`config.mk`:
```
export PLATFORM = sky130hd
export DESIGN_NAME = monopix2_ro_emulator
export DESIGN_NICKNAME = d
export VERILOG_FILES = /design/src/rtl/monopix2_pkg.sv /design/src/rtl/mono_hit_fifo.sv /design/src/rtl/monopix2_ro_emulator.sv
export SDC_FILE = /design/constraint.sdc
export NUM_CORES = 2
export LEC_CHECK = 0
export BUFFER_PORTS_ARGS = -buffer_cell sky130_fd_sc_hd__buf_2
export CAP_MARGIN = 15
export CORE_ASPECT_RATIO = 1.25
export CORE_MARGIN = 2
export CORE_UTILIZATION = 34
export CTS_CLUSTER_DIAMETER = 30
export DETAILED_ROUTE_END_ITERATION = 10
export SYNTH_ARGS = -nofsm -noshare
export SYNTH_HDL_FRONTEND = slang
export SYNTH_SLANG_ARGS = --single-unit
export TNS_END_PERCENT = 1
```
`constraint.sdc`:
```
create_clock -name CLK40 -period 9.7 [get_ports CLK40]
set_clock_uncertainty 0.2 [all_clocks]
set_input_delay 0.485 -clock CLK40 [delete_from_list [all_inputs] [get_ports CLK40]]
set_output_delay 0.485 -clock CLK40 [all_outputs]
set_load 0.02 [all_outputs]
```
`src/rtl/monopix2_pkg.sv`:
```
// Shared constants and types for the Monopix2 chip-side readout emulator.
package monopix2_pkg;

    localparam int unsigned WORD_WIDTH = 27;

    // Hit word layout: {col[5:0], row[8:0], TE[5:0], LE[5:0]}
    localparam int unsigned LE_LSB  = 0;
    localparam int unsigned TE_LSB  = 6;
    localparam int unsigned ROW_LSB = 12;
    localparam int unsigned COL_LSB = 21;

    localparam int unsigned SHIFT_LEN = 27;

    typedef enum logic {
        IDLE,
        SHIFT
    } ro_state_t;

endpackage

```
`src/rtl/mono_hit_fifo.sv`:
```
// Synchronous hit FIFO with occupancy count and first-word-fall-through read data.
module mono_hit_fifo #(
    parameter int unsigned DEPTH      = 64,
    parameter int unsigned WORD_WIDTH = 27,
    localparam int unsigned AW        = $clog2(DEPTH)
) (
    input  logic                  clk,
    input  logic                  rst,
    input  logic                  wr_en,
    input  logic [WORD_WIDTH-1:0] wr_data,
    input  logic                  rd_en,
    output logic [WORD_WIDTH-1:0] rd_data,
    output logic [AW:0]           count,
    output logic                  full,
    output logic                  empty
);

    logic [WORD_WIDTH-1:0] mem [DEPTH];
    logic [AW-1:0]         wr_ptr;
    logic [AW-1:0]         rd_ptr;
    logic                  do_push;
    logic                  do_pop;
    logic [AW:0]           count_nxt;

    // A push while full is still accepted when a pop frees a slot in the same cycle.
    always_comb begin
        do_pop    = rd_en && !empty;
        do_push   = wr_en && (!full || do_pop);
        count_nxt = count;
        if (do_push && !do_pop) begin
            count_nxt = count + (AW+1)'(1);
        end else if (do_pop && !do_push) begin
            count_nxt = count - (AW+1)'(1);
        end
    end

    always_ff @(posedge clk) begin
        if (rst) begin
            wr_ptr <= '0;
            rd_ptr <= '0;
            count  <= '0;
            full   <= 1'b0;
            empty  <= 1'b1;
        end else begin
            if (do_push) begin
                wr_ptr <= wr_ptr + AW'(1);
            end
            if (do_pop) begin
                rd_ptr <= rd_ptr + AW'(1);
            end
            count <= count_nxt;
            full  <= (count_nxt == (AW+1)'(DEPTH));
            empty <= (count_nxt == '0);
        end
    end

    always_ff @(posedge clk) begin
        if (do_push) begin
            mem[wr_ptr] <= wr_data;
        end
    end

    assign rd_data = mem[rd_ptr];

endmodule

```
`src/rtl/monopix2_ro_emulator.sv`:
```
// Monopix2 readout emulator: stores injected hits and serves them over Freeze/Read/TokOut/DataOut.
module monopix2_ro_emulator #(
    parameter int unsigned DEPTH      = 64,
    parameter int unsigned WORD_WIDTH = monopix2_pkg::WORD_WIDTH
) (
    input  logic                  CLK40,
    input  logic                  BUS_RST,
    input  logic                  HIT_WRITE,
    input  logic [WORD_WIDTH-1:0] HIT_DATA,
    output logic                  HIT_FULL,
    input  logic                  Freeze,
    input  logic                  Read,
    output logic                  TokOut,
    output logic                  DataOut,
    output logic                  OVERFLOW,
    output logic                  READ_ERR
);
    import monopix2_pkg::*;

    localparam int unsigned CW  = $clog2(DEPTH) + 1;
    localparam int unsigned BCW = $clog2(SHIFT_LEN);

    ro_state_t             state;
    ro_state_t             state_nxt;
    logic                  frozen_q;
    logic                  read_q;
    logic                  read_rise;
    logic                  start;
    logic [CW-1:0]         frz_cnt;
    logic [CW-1:0]         frz_cnt_nxt;
    logic [CW-1:0]         fifo_count;
    logic                  fifo_empty;
    logic [WORD_WIDTH-1:0] fifo_rd_data;
    logic [WORD_WIDTH-1:0] shift_q;
    logic [WORD_WIDTH-1:0] shift_nxt;
    logic [BCW-1:0]        bit_cnt;
    logic [BCW-1:0]        bit_cnt_nxt;
    logic                  data_nxt;
    logic                  tok_nxt;
    logic                  err_nxt;
    logic                  ovf_nxt;

    mono_hit_fifo #(
        .DEPTH      (DEPTH),
        .WORD_WIDTH (WORD_WIDTH)
    ) u_fifo (
        .clk     (CLK40),
        .rst     (BUS_RST),
        .wr_en   (HIT_WRITE),
        .wr_data (HIT_DATA),
        .rd_en   (start),
        .rd_data (fifo_rd_data),
        .count   (fifo_count),
        .full    (HIT_FULL),
        .empty   (fifo_empty)
    );

    assign read_rise = Read && !read_q;
    assign start     = (state == IDLE) && read_rise && frozen_q && (frz_cnt != '0);

    always_ff @(posedge CLK40) begin
        if (BUS_RST) begin
            state <= IDLE;
        end else begin
            state <= state_nxt;
        end
    end

    always_comb begin
        state_nxt = state;
        case (state)
            IDLE:    if (start) state_nxt = SHIFT;
            SHIFT:   if (bit_cnt == '0) state_nxt = IDLE;
            default: state_nxt = IDLE;
        endcase
    end

    always_comb begin
        frz_cnt_nxt = frz_cnt;
        if (Freeze && !frozen_q) begin
            frz_cnt_nxt = fifo_count;
        end else if (!Freeze && frozen_q) begin
            frz_cnt_nxt = '0;
        end else if (start) begin
            frz_cnt_nxt = frz_cnt - CW'(1);
        end

        // Frozen TokOut tracks the post-pop snapshot so it drops with the last Read.
        tok_nxt = frozen_q ? (frz_cnt_nxt != '0) : !fifo_empty;
        err_nxt = read_rise && !start;
        ovf_nxt = OVERFLOW || (HIT_WRITE && HIT_FULL && !start);

        data_nxt    = 1'b0;
        shift_nxt   = shift_q;
        bit_cnt_nxt = bit_cnt;
        case (state)
            IDLE: begin
                if (start) begin
                    data_nxt    = fifo_rd_data[WORD_WIDTH-1];
                    shift_nxt   = fifo_rd_data << 1;
                    bit_cnt_nxt = BCW'(SHIFT_LEN - 1);
                end
            end
            SHIFT: begin
                if (bit_cnt != '0) begin
                    data_nxt    = shift_q[WORD_WIDTH-1];
                    shift_nxt   = shift_q << 1;
                    bit_cnt_nxt = bit_cnt - BCW'(1);
                end
            end
            default: ;
        endcase
    end

    always_ff @(posedge CLK40) begin
        if (BUS_RST) begin
            frozen_q <= 1'b0;
            read_q   <= 1'b0;
            frz_cnt  <= '0;
            shift_q  <= '0;
            bit_cnt  <= '0;
            TokOut   <= 1'b0;
            DataOut  <= 1'b0;
            OVERFLOW <= 1'b0;
            READ_ERR <= 1'b0;
        end else begin
            frozen_q <= Freeze;
            read_q   <= Read;
            frz_cnt  <= frz_cnt_nxt;
            shift_q  <= shift_nxt;
            bit_cnt  <= bit_cnt_nxt;
            TokOut   <= tok_nxt;
            DataOut  <= data_nxt;
            OVERFLOW <= ovf_nxt;
            READ_ERR <= err_nxt;
        end
    end

endmodule

```
Yosys cells after proc, flatten, opt, wreduce, memory -nomap -nowiden --
Memories as Yosys holds them, arrays and structs flattened. A register that Yosys moved wholly into a read port is not among the register bits. Index checks and enable logic that the tools add are counted. W data, S select, Z words.
Storage, ports and cells: logic and storage cells 77, memories kept 1, RAM bits 1728, bits in registers 67, output and inout port bits 5
Memory list:
- u_fifo.mem | words 64, width 27, read ports 1, clocked after memory_dff 1, wr ports 1, RTL line mono_hit_fifo.sv:18 | logic [WORD_WIDTH-1:0] mem [DEPTH];
Operators by class: reduce and logical (&&, ||, !) cells 29, bitwise logic cells 1, add/subtract/negate cells 6, equality and inequality tests 3, muxes and demuxes 22
Operators with widths (count):
- $mux W27 | 2
- $pmux W27 S2 | 1
- $mux W7 | 5
- $reduce_bool A7 Y1 | 2
- $sub A7 B1 Y7 const B | 2
- $logic_and A1 B1 Y1 | 13
- $add A6 B1 Y6 const B | 2
- $mux W6 | 2
- $mux W5 | 2
- $pmux W5 S2 | 1
- $logic_not A1 Y1 | 8
- $add A7 B1 Y7 const B | 1
- $eq A7 B7 Y1 const B | 1
- $logic_not A7 Y1 | 1
- $mux W1 | 7
- $logic_not A5 Y1 | 1
- $reduce_bool A5 Y1 | 1
- $sub A5 B1 Y5 const B | 1
- $pmux W1 S2 | 2
- $logic_or A1 B1 Y1 | 2
- $ne A2 B1 Y1 const B | 1
- $ne A2 B2 Y1 const B | 1
- $reduce_and A2 Y1 | 1
- $not A1 Y1 | 1

Longest topological paths before layout --
depth after elaboration 13, depth in mapped cells 9, gate-level depth less buffers 8

Cells and area by module --
A second synthesis with hierarchy kept.
Second synthesis, totals: cells, all modules 3216, area total of the unflattened synthesis 69515.4 um^2
Modules (own cells, without submodules):
- mono_hit_fifo | area an instance 67358.4 um^2, instances 1, cells each 2987
- monopix2_ro_emulator | area an instance 2157.1 um^2, instances 1, cells each 229

Least setup slack after synthesis --
No wires, ideal clock.
kind reg2reg, start register frz_cnt[0], end memory u_fifo.mem[48][0] (enable), setup time 411 ps, cell stages (with the launch flop) 9, path buffers 1, arrival time 2762 ps, slack 6327 ps, data required time 9089 ps, period minus slack after synthesis 3373 ps, path through dfxtp_1 -> inv_1 -> ha_1 -> nand2b_1 -> o211ai_4 -> buf_2 -> a21oi_1 -> nand2_1 -> nor2_1
On the way: cells in the longest elaborated chain, start to end 7
Ends and longest elaborated chain:
- start: declaration | RTL line monopix2_ro_emulator.sv:29 | logic [CW-1:0] frz_cnt;
- start signal: assignment | RTL line monopix2_ro_emulator.sv:129 | frz_cnt <= frz_cnt_nxt;
- $reduce_bool A7 Y1 | RTL line monopix2_ro_emulator.sv:59 | assign start = (state == IDLE) && read_rise && frozen_q && (frz_cnt != '0);
- $logic_and A1 B1 Y1 | RTL line monopix2_ro_emulator.sv:59
- $logic_and A1 B1 Y1 | RTL line mono_hit_fifo.sv:27 | do_pop = rd_en && !empty;
- $logic_or A1 B1 Y1 | RTL line mono_hit_fifo.sv:28 | do_push = wr_en && (!full || do_pop);
- $logic_and A1 B1 Y1 | RTL line mono_hit_fifo.sv:28
- $mux W1 | RTL line mono_hit_fifo.sv:58 | if (do_push) begin
- $mux W1 (not written as such) | RTL line mono_hit_fifo.sv:59 | mem[wr_ptr] <= wr_data;
- end: declaration | RTL line mono_hit_fifo.sv:18
No other way between the ends.

==> impl_metrics.xml <==
<?xml version="1.0" encoding="UTF-8"?>
<metrics>
  <group name="grt">
    <metric name="overflow" unit="">0</metric>
    <metric name="antenna_found_initial" unit="">11</metric>
    <metric name="grt_first_pass_wirelength" unit="um">256000</metric>
    <metric name="grt_util_all_layers" unit="">0.174</metric>
    <metric name="number_of_global_route_vias_before_repair" unit="">34900</metric>
    <metric name="grt_max_degree" unit="">124</metric>
  </group>
  <group name="setup_path">
    <metric name="end_kind" unit="">register</metric>
    <metric name="worstSetupStartpointType" unit="">register</metric>
    <metric name="worstRegToRegCells" unit="">8</metric>
    <metric name="cp.required" unit="ps">10310</metric>
    <metric name="cp.arrival" unit="ps">5170</metric>
    <metric name="critical_path.endpoint" unit="">shift_q[12]$_SDFFE_PP0P_</metric>
    <metric name="rrSetupSlack" unit="ps">5140</metric>
    <metric name="critical_path_peak_fanout" unit="">30</metric>
    <metric name="worst_path_max_delay_cell" unit="">sky130_fd_sc_hd__a21oi_1</metric>
    <metric name="critical_path.max_stage_delay" unit="ps">930</metric>
    <metric name="crit_path_cell_trace" unit="">buf_4, nor2b_4, buf_4, a22oi_1, a21oi_1, nor4_1, o21a_1, nor3_1</metric>
    <metric name="cpMostUsedCell" unit="">sky130_fd_sc_hd__buf_4</metric>
    <metric name="cp_class" unit="">register to register</metric>
    <metric name="reg2reg_to" unit="">shift_q[12]$_SDFFE_PP0P_</metric>
  </group>
  <group name="synthesis">
    <metric name="yosys_warnings" unit="">0</metric>
    <metric name="syn-num-nets" unit="">3109</metric>
    <metric name="yosysSeqAreaShare" unit="">0.777</metric>
    <metric name="syn-instance-count" unit="">3069</metric>
    <metric name="mappedNetlistArea" unit="um2">68600</metric>
    <metric name="synth-main-ff-cell" unit="">sky130_fd_sc_hd__edfxtp_1</metric>
    <metric name="number_of_flops_mapped_to_enable_cells_by_yosys" unit="">1728</metric>
    <metric name="async_s_r_ff_share_synth" unit="">0</metric>
    <metric name="syn-mean-instance-area" unit="um2">22.4</metric>
    <metric name="post_synth_main_area_contributors" unit="">sky130_fd_sc_hd__edfxtp_1 (76%), sky130_fd_sc_hd__mux4_2 (16%), sky130_fd_sc_hd__dfxtp_1 (2.1%), sky130_fd_sc_hd__a22oi_1 (1.1%), sky130_fd_sc_hd__a21oi_1 (0.73%)</metric>
    <metric name="post-synth-top-count-cell" unit="">sky130_fd_sc_hd__edfxtp_1</metric>
    <metric name="synth.largest_area_cell" unit="">sky130_fd_sc_hd__edfxtp_1</metric>
    <metric name="synthTopCellsByCount" unit="">sky130_fd_sc_hd__edfxtp_1 (1,728), sky130_fd_sc_hd__mux4_2 (488), sky130_fd_sc_hd__nor2_1 (122)</metric>
    <metric name="synth_top_area_frac" unit="">0.756</metric>
    <metric name="postSynthRegisterBits" unit="">1800</metric>
    <metric name="ys_types" unit="">54</metric>
  </group>
  <group name="die">
    <metric name="floorplan.die.width" unit="um">406</metric>
    <metric name="dieHeight" unit="um">506</metric>
    <metric name="standard_cell_rows" unit="">184</metric>
    <metric name="die_area" unit="um2">205000</metric>
    <metric name="core-area" unit="um2">201000</metric>
    <metric name="initial_core_util" unit="">0.342</metric>
    <metric name="count_of_boundary_i_o_pins" unit="">37</metric>
  </group>
  <group name="clocking">
    <metric name="clock_latency" unit="ps">900</metric>
    <metric name="tritoncts" unit="">yes</metric>
    <metric name="cts_hold_buffers" unit="">3</metric>
    <metric name="cts.clk_slew.worst_paths" unit="ps">60</metric>
    <metric name="cts_root_buffer" unit="">sky130_fd_sc_hd__clkbuf_16</metric>
    <metric name="max-clock-path-buffers" unit="">4</metric>
    <metric name="cts-htree-levels" unit="">5</metric>
    <metric name="cts_made_buffers" unit="">298</metric>
    <metric name="cts-resized-gates" unit="">0</metric>
    <metric name="cts_setup_buffers" unit="">0</metric>
    <metric name="clock_sink_count" unit="">1800</metric>
  </group>
  <group name="placement">
    <metric name="io_buffer_count" unit="">36</metric>
    <metric name="gp_congestion" unit="">0.827</metric>
    <metric name="place_hpwl" unit="um">95800</metric>
    <metric name="dpl-instance-area" unit="um2">73000</metric>
    <metric name="pre_cts_ws" unit="ps">5270</metric>
    <metric name="numPlacedInstances" unit="">5749</metric>
  </group>
  <group name="outcome">
    <metric name="outcome" unit="">complete, no violations</metric>
  </group>
  <group name="timing">
    <metric name="slew_headroom" unit="">0.204</metric>
    <metric name="rsz0062_at_grt" unit="">false</metric>
    <metric name="fin_setup_tns" unit="ps">0</metric>
    <metric name="final.setup.worst_slack" unit="ps">5140</metric>
    <metric name="min_period_over_period" unit="">0.470</metric>
    <metric name="post-route-min-period" unit="ps">4560</metric>
    <metric name="timing.fmax" unit="GHz">0.219</metric>
    <metric name="finalHoldViolCount" unit="">0</metric>
    <metric name="worstMarginPinSlew" unit="ps">1190</metric>
    <metric name="setup_violations" unit="">0</metric>
    <metric name="final_number_of_max_transition_violations" unit="">0</metric>
  </group>
  <group name="power">
    <metric name="leakage" unit="nW">25.4</metric>
    <metric name="p_total" unit="W">0.0194</metric>
    <metric name="worst_supply_voltage_drop_on_vdd" unit="uV">183</metric>
    <metric name="power_density" unit="nW/um2">234</metric>
  </group>
  <group name="detailed_routing">
    <metric name="wirelength" unit="um">179000</metric>
    <metric name="post_drt_via_cell_ratio" unit="">5.32</metric>
    <metric name="routed_wire_length_per_instance" unit="um">28.5</metric>
    <metric name="first_pass_iters" unit="">6</metric>
    <metric name="1st_iter_drt_viols" unit="">3673</metric>
    <metric name="via_count" unit="">33400</metric>
    <metric name="antenna_violating_nets_post_route" unit="">0</metric>
    <metric name="drc_errors" unit="">0</metric>
  </group>
  <group name="final_layout">
    <metric name="finalInstanceArea" unit="um2">83000</metric>
    <metric name="design.final.nets" unit="">3399</metric>
    <metric name="instances_no_fill" unit="">6279</metric>
    <metric name="area_delta_synth_final" unit="%">21.0</metric>
    <metric name="post_route_cells_drive_above_1_share" unit="">0.337</metric>
  </group>
  <group name="job">
    <metric name="drv.max_cap_violation_count" unit="">0</metric>
  </group>
  <group name="min_path">
    <metric name="holdCritPathClass" unit="">primary input to register</metric>
  </group>
</metrics>
## final cells by class
cell class / instances / area [um2]
Inverter: 15 / 56.3
Multi-Input combinational cell: 1087 / 15100
Tap cell: 2697 / 3370
Clock buffer: 335 / 7770
Fill cell: 17400 / 118000
Sequential cell: 1800 / 53300
Antenna cell: 5 / 12.5
Clock inverter: 183 / 2190
Timing Repair Buffer: 157 / 1220
## how the worst min path moves through the flow
stage / from / to / slack [ps] / depth (start not counted)
floorplan: read_q$_SDFF_PP0_ / READ_ERR$_SDFF_PP0_ / 190 / 1
global placement: read_q$_SDFF_PP0_ / READ_ERR$_SDFF_PP0_ / 220 / 1
detailed placement: read_q$_SDFF_PP0_ / READ_ERR$_SDFF_PP0_ / 200 / 1
CTS: HIT_DATA[25] / u_fifo.mem[0][25]$_DFFE_PP_ / 10 / 2
global route: HIT_DATA[6] / u_fifo.mem[3][6]$_DFFE_PP_ / 20 / 2
finish: HIT_DATA[6] / u_fifo.mem[7][6]$_DFFE_PP_ / 20 / 2
## placed cells by master (no fill, tap or decap), drive strengths merged, types with 14 or more instances in the layout
| cell | Yosys | routed |
|---|---|---|
| edfxtp | 1728 | 1728 |
| dfxtp | 72 | 72 |
| nor2 | 122 | 122 |
| inv | 15 | 61 |
| mux2i | 21 | 21 |
| nor3 | 21 | 21 |
| xnor2 | 14 | 14 |
| clkbuf | 100 | 335 |
| a21oi | 100 | 100 |
| mux4 | 488 | 488 |
| o211ai | 17 | 17 |
| nand3 | 27 | 27 |
| buf | 67 | 154 |
| clkinvlp | 0 | 24 |
| nand2 | 59 | 59 |
| o21a | 14 | 14 |
| bufinv | 0 | 34 |
| nor4 | 16 | 16 |
| clkinv | 0 | 79 |
| a22oi | 97 | 97 |
## per-layer routing
layer	track usage	vias up	part of all wire	wire, um
li1	-	13700	-	-
met1	0.215	18000	0.38	68000
met2	0.300	1317	0.52	92900
met3	0.0366	310	0.068	12100
met4	0.0639	14	0.033	5870
met5	0	-	0.00041	73
## registers in the layout, summed over array words and instances (netlist names), 5 cells and up, named ones only
name	count
u_fifo.wr_ptr	6
u_fifo.count	7
u_fifo.mem	1728
frz_cnt	7
u_fifo.rd_ptr	6
shift_q	26
bit_cnt	5
## stage by stage
| stage | utilization | hold slack (ps) |
|---|---|---|
| global placement | 0.363 | 221 |
| finish | 0.414 | 21.5 |
| floorplan | - | 190 |
| global route | 0.414 | 21.0 |
| detailed placement | 0.363 | 197 |
| CTS | 0.413 | 9.93 |
## worst max-delay path, delay by kind of cell (launching register included)
kind	cells	cell delay (ps)
AO/OA/AOI/OAI	3	1350
AND/OR/NAND/NOR	3	1040
flip-flops	1	630
buffers and inverters	2	1100
## cells by family after synthesis
logic type	count (synthesis)	synth area share
AO/OA/AOI/OAI	264	0.0255
XOR/XNOR	22	0.00281
adder cells (fa/ha/maj)	8	0.00146
buffers and inverters	182	0.0110
flip-flops	1800	0.777
multiplexers	509	0.163
AND/OR/NAND/NOR	284	0.0189
## report_power, final
group	leakage, nW	internal (W)	total [W]	switching (W)
combinational	4.46	0.000111	0.000378	0.000267
sequential	16.1	0.00856	0.00858	0.0000200
clock	4.82	0.00673	0.0105	0.00372
total	25.4	0.0154	0.0194	0.00400
No activity file was read; power rests on OpenSTA's default activity.
